**config.mk**
```make
export PLATFORM = sky130hd
export DESIGN_NAME = mul8_seq_ctrl
export DESIGN_NICKNAME = d
export VERILOG_FILES = /design/src/rtl/mul8_pkg.sv /design/src/rtl/mult4x4_array.sv /design/src/rtl/mul8_seq_ctrl.sv
export SDC_FILE = /design/constraint.sdc
export NUM_CORES = 1
export LEC_CHECK = 0
export CAP_MARGIN = 20
export CORE_MARGIN = 2
export CORE_UTILIZATION = 64
export DETAILED_ROUTE_END_ITERATION = 10
export DONT_BUFFER_PORTS = 1
export PLACE_DENSITY_LB_ADDON = 0.08
export SLEW_MARGIN = 20
export SYNTH_ARGS = -nofsm -noshare
export SYNTH_HDL_FRONTEND = slang
export SYNTH_SLANG_ARGS = --single-unit
```
**constraint.sdc**
```tcl
create_clock -name clk -period 8.3 [get_ports clk]
set_input_delay 1.66 -clock clk [delete_from_list [all_inputs] [get_ports clk]]
set_output_delay 1.66 -clock clk [all_outputs]
set_load 0.02 [all_outputs]
```
**src/rtl/mul8_pkg.sv**
```systemverilog
// mul8_pkg: shared types and constants for the nibble-serial 8x8 multiplier
package mul8_pkg;
  localparam int NIB_W = 4;
  localparam int OP_W = 8;
  localparam int PROD_W = 16;
  typedef enum logic [1:0] {IDLE, MUL, DONE} state_t;
  typedef logic [1:0] step_t;
  localparam logic [3:0] SH_STEP0 = 4'd0;
  localparam logic [3:0] SH_STEP1 = 4'd4;
  localparam logic [3:0] SH_STEP2 = 4'd4;
  localparam logic [3:0] SH_STEP3 = 4'd8;
  function automatic logic [3:0] shift_amt(step_t s);
    return s == 2'd0 ? SH_STEP0 : s == 2'd1 ? SH_STEP1 : s == 2'd2 ? SH_STEP2 : SH_STEP3;
  endfunction
endpackage

```
**src/rtl/mult4x4_array.sv**
```systemverilog
// mult4x4_array: combinational unsigned 4x4->8 array multiplier (a, b in; p = a*b out)
module mult4x4_array
  import mul8_pkg::*;
(
  input  logic [NIB_W-1:0]   a,
  input  logic [NIB_W-1:0]   b,
  output logic [2*NIB_W-1:0] p
);
  logic [3:0][7:0] acc;
  assign acc[0] = {4'b0, a & {4{b[0]}}};
  for (genvar r = 1; r < 4; r++) begin : g_row
    logic [7:0] addend;
    logic [7:0] cy;
    assign addend = 8'({4'b0, a & {4{b[r]}}} << r);
    assign cy[0] = 1'b0;
    for (genvar k = 0; k < 8; k++) begin : g_fa
      assign acc[r][k] = acc[r-1][k] ^ addend[k] ^ cy[k];
      if (k < 7) begin : g_c
        assign cy[k+1] = (acc[r-1][k] & addend[k]) | (cy[k] & (acc[r-1][k] ^ addend[k]));
      end
    end
  end
  assign p = acc[3];
endmodule

```
**src/rtl/mul8_seq_ctrl.sv**
```systemverilog
// mul8_seq_ctrl: 8x8->16 unsigned multiply over four cycles on one 4x4 array; in_valid/in_ready accept a,b; out_valid/out_ready deliver product; busy, done_cnt status
module mul8_seq_ctrl
  import mul8_pkg::*;
#(
  parameter int ZERO_SKIP = 0,
  parameter int CNT_W = 8
) (
  input  logic              clk,
  input  logic              rst_n,
  input  logic              in_valid,
  output logic              in_ready,
  input  logic [OP_W-1:0]   a,
  input  logic [OP_W-1:0]   b,
  output logic              out_valid,
  input  logic              out_ready,
  output logic [PROD_W-1:0] product,
  output logic              busy,
  output logic [CNT_W-1:0]  done_cnt
);
  state_t state_q, state_d;
  step_t step_q, step_d;
  logic [OP_W-1:0] a_q, a_d, b_q, b_d;
  logic [PROD_W-1:0] acc_q, acc_d;
  logic [CNT_W-1:0] cnt_q, cnt_d;
  logic [NIB_W-1:0] ma, mb;
  logic [2*NIB_W-1:0] pp;
  logic in_mul, zero_op;
  assign in_mul = state_q == MUL;
  // step[0] selects the high nibble of a, step[1] the high nibble of b; zero outside MUL keeps the array quiet
  assign ma = in_mul ? (step_q[0] ? a_q[7:4] : a_q[3:0]) : '0;
  assign mb = in_mul ? (step_q[1] ? b_q[7:4] : b_q[3:0]) : '0;
  assign zero_op = (ZERO_SKIP != 0) && (a == '0 || b == '0);
  mult4x4_array u_mult (.a(ma), .b(mb), .p(pp));
  always_comb begin
    state_d = state_q;
    step_d = step_q;
    a_d = a_q;
    b_d = b_q;
    acc_d = acc_q;
    cnt_d = cnt_q;
    case (state_q)
      IDLE: if (in_valid) begin
        a_d = a;
        b_d = b;
        acc_d = '0;
        step_d = '0;
        state_d = zero_op ? DONE : MUL;
      end
      MUL: begin
        acc_d = acc_q + (PROD_W'(pp) << shift_amt(step_q));
        step_d = step_q + 2'd1;
        state_d = step_q == 2'd3 ? DONE : MUL;
      end
      DONE: if (out_ready) begin
        state_d = IDLE;
        cnt_d = cnt_q + 1'b1;
      end
      default: state_d = IDLE;
    endcase
  end
  always_ff @(posedge clk or negedge rst_n) begin
    if (!rst_n) begin
      state_q <= IDLE;
      step_q <= '0;
      a_q <= '0;
      b_q <= '0;
      acc_q <= '0;
      cnt_q <= '0;
    end else begin
      state_q <= state_d;
      step_q <= step_d;
      a_q <= a_d;
      b_q <= b_d;
      acc_q <= acc_d;
      cnt_q <= cnt_d;
    end
  end
  assign in_ready = state_q == IDLE;
  assign out_valid = state_q == DONE;
  assign busy = state_q != IDLE;
  assign product = out_valid ? acc_q : '0;
  assign done_cnt = cnt_q;
endmodule

```
* Yosys cells after proc, flatten, opt, wreduce, memory -nomap -nowiden
Cells that the tools add are included.
Word-level totals: memory bits (writable) 0, output and inout bits 27, word-level logic and storage cells 93, memories kept 0, bits in latches 0, register bits 44, ROM bits 0
Cells by class: magnitude comparators 0, bitwise gates (word level) 52, div/mod/pow operators 0, muxes and demuxes 16, reductions and logical operators 8, add/sub/neg operators 3, multipliers 0, equality and inequality tests 7, shift operators 1
Operators by type and width (count):
- 2-to-1 mux 16 bit | 2
- case mux 16 bit (2 select lines) | 1
- 2-to-1 mux 4 bit | 7
- bitwise AND 1 bit | 20
- XOR 1 bit | 20
- adder 16 bit | 1
- bitwise AND 4 bit | 4
- << shifter 8 x 4 -> 16 bit | 1
- adder 8 x 1 -> 8 bit (second input constant) | 1
- 2-to-1 mux 2 bit | 4
- bitwise OR 1 bit | 8
- AND reduction 2 bit | 4
- == test 2 bit (second input constant) | 3
- case mux 2 bit (3 select lines) | 1
- == test 2 x 1 -> 1 bit (second input constant) | 2
- logical NOT 2 bit | 2
- case mux 2 bit (2 select lines) | 1
- nonzero test 2 bit | 2
- adder 2 x 1 -> 2 bit (second input constant) | 1
- != test 2 x 1 -> 1 bit (second input constant) | 1
- != test 2 bit (second input constant) | 1

* Depth between registers and ports, before layout
word-level depth 21, depth in mapped cells 24, gate-level depth less buffers 23

* Cells and area by module
Synthesis repeated with hierarchy kept, for this count alone.
Unflattened totals: cells, all modules 329, area total of the unflattened synthesis 3154.3 µm²
Modules (own cells, without submodules):
- mul8_seq_ctrl | seq. area each 1101.1 µm², times used 1, area an instance 2815.2 µm², cells an instance 290
- mult4x4_array | seq. area each 0.0 µm², times used 1, area an instance 339.1 µm², cells an instance 39

* Worst setup path before layout
OpenSTA, ideal clock, no wires.
path type reg-to-reg, start point reg step_q[1], end point reg acc_q[14], data arrival time 5.663 ns, path slack 2.516 ns, required time 8.178 ns, library setup time 0.122 ns, cell stages (with the launch flop) 22, clock period less this slack 5.784 ns, buffers on the path 0, cells stage by stage dfrtp_1 > mux2_2 > nand2_1 > nor2_1 > ha_1 > fa_1 > fa_1 > inv_1 > fa_1 > inv_1 > fa_1 > inv_1 > fa_1 > fa_1 > fa_1 > o21ai_0 > ha_1 > a21o_1 > a21o_1 > a21o_1 > or4_1 > a32o_1
Between the ends: longest elaborated chain between the ends 21
Ends and longest elaborated chain:
- start, declared | RTL line mul8_seq_ctrl.sv:21 | step_t step_q, step_d;
- start signal, assigned | RTL line mul8_seq_ctrl.sv:71 | step_q <= step_d;
- 2-to-1 mux 4 bit (2 in a row) | RTL line mul8_seq_ctrl.sv:31 | assign mb = in_mul ? (step_q[1] ? b_q[7:4] : b_q[3:0]) : '0;
- bitwise AND 4 bit (on tied branches) | RTL line mult4x4_array.sv:10, mult4x4_array.sv:14
- bitwise AND 1 bit / XOR 1 bit (equally long branches) | RTL line mult4x4_array.sv:19, mult4x4_array.sv:17
- bitwise AND 1 bit | RTL line mult4x4_array.sv:19 | assign cy[k+1] = (acc[r-1][k] & addend[k]) | (cy[k] & (acc[r-1][k] ^ addend[k]));
- bitwise OR 1 bit | RTL line mult4x4_array.sv:19
- bitwise AND 1 bit / XOR 1 bit (equally long branches) | RTL line mult4x4_array.sv:19, mult4x4_array.sv:17
- bitwise OR 1 bit / XOR 1 bit (equally long branches) | RTL line mult4x4_array.sv:19, mult4x4_array.sv:17
- XOR 1 bit / bitwise AND 1 bit (equally long branches) | RTL line mult4x4_array.sv:17, mult4x4_array.sv:19
- (+4 left out)
- bitwise OR 1 bit / XOR 1 bit (equally long branches) | RTL line mult4x4_array.sv:19, mult4x4_array.sv:17
- bitwise AND 1 bit | RTL line mult4x4_array.sv:19
- bitwise OR 1 bit | RTL line mult4x4_array.sv:19
- bitwise AND 1 bit | RTL line mult4x4_array.sv:19
- bitwise OR 1 bit | RTL line mult4x4_array.sv:19
- << shifter 8 x 4 -> 16 bit * | RTL line mul8_seq_ctrl.sv:50 | acc_d = acc_q + (PROD_W'(pp) << shift_amt(step_q));
- adder 16 bit * | RTL line mul8_seq_ctrl.sv:50
- case mux 16 bit (2 select lines) * | RTL line mul8_seq_ctrl.sv:41 | case (state_q)
- end signal, assigned | RTL line mul8_seq_ctrl.sv:67 | acc_q <= '0;
- end signal, assigned | RTL line mul8_seq_ctrl.sv:74 | acc_q <= acc_d;
- end, declared | RTL line mul8_seq_ctrl.sv:23 | logic [PROD_W-1:0] acc_q, acc_d;
Mark *: on every way between the ends. The rest lies on a longest branch, timed or not. A chain may end at the register's enable or synchronous reset.

* Worst setup path after layout
Same ends and word-level chain as after synthesis.

==> summary.txt <==
Critical path
  • Largest fanout on the critical path: 7
  • CP Capture Type: flip-flop
  • Critical R2R Capture: acc_q[14]
  • Required time at the endpoint of the critical path: 8520 ps
  • Startpoint of the lowest-slack register-to-register path: step_q[1]
  • Arrival time worst endpoint: 6360 ps
  • Start point of the critical path: step_q[1]
  • Critical path endpoint: acc_q[14]
  • Logic depth of the worst register-to-register path: 21
  • Nature of the critical path startpoint: flip-flop
  • Reg-to-reg setup timing slack: about 2200 ps
  • Startpoint-to-endpoint class of the critical path: reg -> reg

Clocking
  • Total of cells resized after clock tree synthesis: 0
  • Number of hold buffers added after CTS: 0
  • # H-tree levels: 2
  • CTS clk-pin slew, worst paths: 100 ps
  • Clock tree from TritonCTS: yes
  • Number of buffers inserted during clock tree synthesis: 5
  • Post-CTS setup buffer count: 0
  • CTS max path bufs: 2
  • Number of clock sinks seen by CTS: 44
  • Clock tree root driver cell: clkbuf_8
  • Worst-skew pair later-pin latency: approximately 310 ps

Timing
  • Final hold violation count: 0
  • Highest clock frequency the design can meet: approximately 160 MHz
  • Minimum clock period after layout: 6150 ps
  • Total count of max-transition violations in the final report: 0
  • Unrepaired setup endpoints after global routing: false
  • Final setup skew: 13.6 ps
  • Worst hold margin: 513 ps
  • Final-layout setup total negative slack: 0 ps
  • Final worst-path cycle share: between 70 and 80%
  • Final-report setup violation count: 0
  • Worst slew margin relative to its limit: 53.5%
  • Transition time at the pin with the least slew margin: 698 ps

Floorplan
  • Placeable Area: 4720 µm²
  • Site row count: 25
  • Floorplan die area: 5500 µm²
  • I/O Pins: 47
  • Die X-Extent: 74.2 µm
  • Die height: about 74 µm
  • Initial standard-cell utilization of the core: around two thirds

Synthesis
  • Number of unique standard cell types used by synthesis: 37
  • Post-synthesis sequential area ratio: around a third
  • Flops & latches, synth: 44
  • Number of synthesized flops with an enable pin: 0
  • Count of yosys warnings during synthesis: 0
  • Total nets after synthesis: 389
  • Top FF cell, synth: dfrtp_1
  • Post-Syn Area: 3150 µm²
  • Mean cell area of the mapped netlist: 9.29 µm²
  • Ys async rst share: 100%
  • Synthesized instance count: 339

Power
  • Leakage power: around 0.0015 µW
  • Cell area power density: 419 nW/µm²
  • Maximum VDD drop: 0.242 mV

GRT
  • Vias in the first global route: 2,291
  • First-pass GRT wire length: 11,000 µm
  • Pin count of the biggest net entering global routing: 45
  • Global Route Usage Sum: 26.0%
  • Number of antenna violations at the first check in global routing: 0
  • Total global routing overflow: 0

Finish
  • Most used cells in the layout excluding fill and tap cells: dfrtp_1, nand2_1, nand3_1
  • Total number of nets in the final design: 383
  • Most frequent standard cell in the layout excluding fill and tap cells: dfrtp_1
  • Fraction of final layout cells sized beyond drive strength 1: 11.7%
  • ANT cells: 0
  • Area added between synthesis and finish: 5.20%

Route
  • First DRT Iteration DRCs: 106
  • Via density per instance: 6.07
  • Vias after detailed routing: approximately 2,400
  • Drt first pass iters: 5
  • Detail Route Antenna Nets: 0
  • Final wirelength: around 6600 µm
  • Wire length per cell: 16.3 µm
  • Number of remaining DRC errors: 0

Job
  • Max-cap violations: 0

Placement
  • HPWL reported at the end of detailed placement: 5000 µm
  • Number of port buffers: 0
  • Final weighted congestion in routability-driven placement: 0.973

Min path
  • Worst min-delay path class: reg -> reg
  • Worst hold path cell count: 1

Outcome
  • Run status: completed
## how the worst min path moves through the flow
stage | startpoint | end | slack [ps]
3_3_place_gp | a_q[2] | a_q[2] | 490
5_1_grt | b_q[6] | b_q[6] | 540
4_1_cts | a_q[0] | a_q[0] | 510
3_5_place_dp | a_q[7] | a_q[7] | 490
6_report | a_q[0] | a_q[0] | 510
2_1_floorplan | acc_q[7] | acc_q[7] | 470
## cell usage after synthesis, types with 2 or more instances
library cell,instances,area (µm²)
and2_1,21,131
nor2_1,22,82.6
o211ai_1,4,30.0
nor2b_1,4,25.0
nand3_1,27,135
a32o_1,2,20.0
nor4_1,3,18.8
fa_1,9,180
nand2_1,32,120
nor3_1,3,15.0
inv_1,10,37.5
o21ai_0,23,115
or4_1,3,22.5
a21oi_1,14,70.1
o31ai_1,3,22.5
and3b_1,2,17.5
mux2_2,25,282
xnor2_1,11,96.3
o21a_1,2,15.0
and3_1,5,31.3
nand4_1,4,25.0
dfrtp_1,44,1100
a21o_1,7,52.6
clkbuf_1,16,60.1
nand2b_1,6,37.5
ha_1,21,263
xor2_1,6,52.6
## cell type report
class / count / area (µm²)
Multi-Input combinational cell: 269 / 1950
Clock buffer: 5 / 68.8
Clock inverter: 3 / 46.3
Sequential cell: 44 / 1100
Timing Repair Buffer: 3 / 22.5
Tap cell: 67 / 83.8
Fill cell: 367 / 1410
Inverter: 10 / 37.5
## where the power goes
| part | leakage, µW | internal [µW] | switching, µW | total (µW) |
|---|---|---|---|---|
| combinational | 0.000899 | 338 | 505 | 843 |
| clock | 0.0000548 | 90.7 | 82.0 | 173 |
| sequential | 0.000558 | 300 | 72.4 | 373 |
| total | 0.00151 | 729 | 659 | 1390 |
## critical path: stages (launching register included)
cell	delay, ps
dfrtp_1	480
mux2_2	360
nand2_1	150
nor2_1	70
ha_1	210
fa_1	380
fa_1	490
inv_1	50
fa_1	410
inv_1	80
fa_1	160
inv_1	50
fa_1	460
fa_1	440
fa_1	390
o21ai_0	230
ha_1	340
a21o_1	230
a21o_1	170
a21o_1	180
or4_1	470
a32o_1	250
## through the flow
stage                     area, µm²  total power, µW  util (%)  std cells  setup slack (ps)
after global routing           3310             1520      70.2        401              1840
after CTS                      3310             1390      70.1        401              2160
after floorplan                3150             1030         -        339              2520
after detailed placement       3200             1210      67.7        393              2180
final                          3310             1390      70.2        401              2150
after global placement         3200             1190      67.7        393              2320
## sequential cells by signal, summed over array words and instances (netlist names)
register	cells
a_q	8
acc_q	16
b_q	8
done_cnt	8
state_q	2
step_q	2
## cell families (layout without fill, tap and decap cells)
group,count (synthesis),after routing,share of synthesized area [%]
simple gates,134,134,21.5
flops,44,44,34.9
mux,26,26,9.25
buf+inv,26,21,3.10
fa+ha+maj,30,30,14.1
compound gates,62,62,12.4
xor+xnor,17,17,4.73
## per-layer routing
metal / GRT usage, % / vias to the layer above / wire (µm)
li1: - / 1192 / -
met1: 37.9 / 1166 / 3200
met2: 40.7 / 70 / 2940
met3: 3.79 / 7 / 309
met4: 6.87 / 0 / 110
met5: 0 / - / 0
Power figures use the tool's default switching activity.
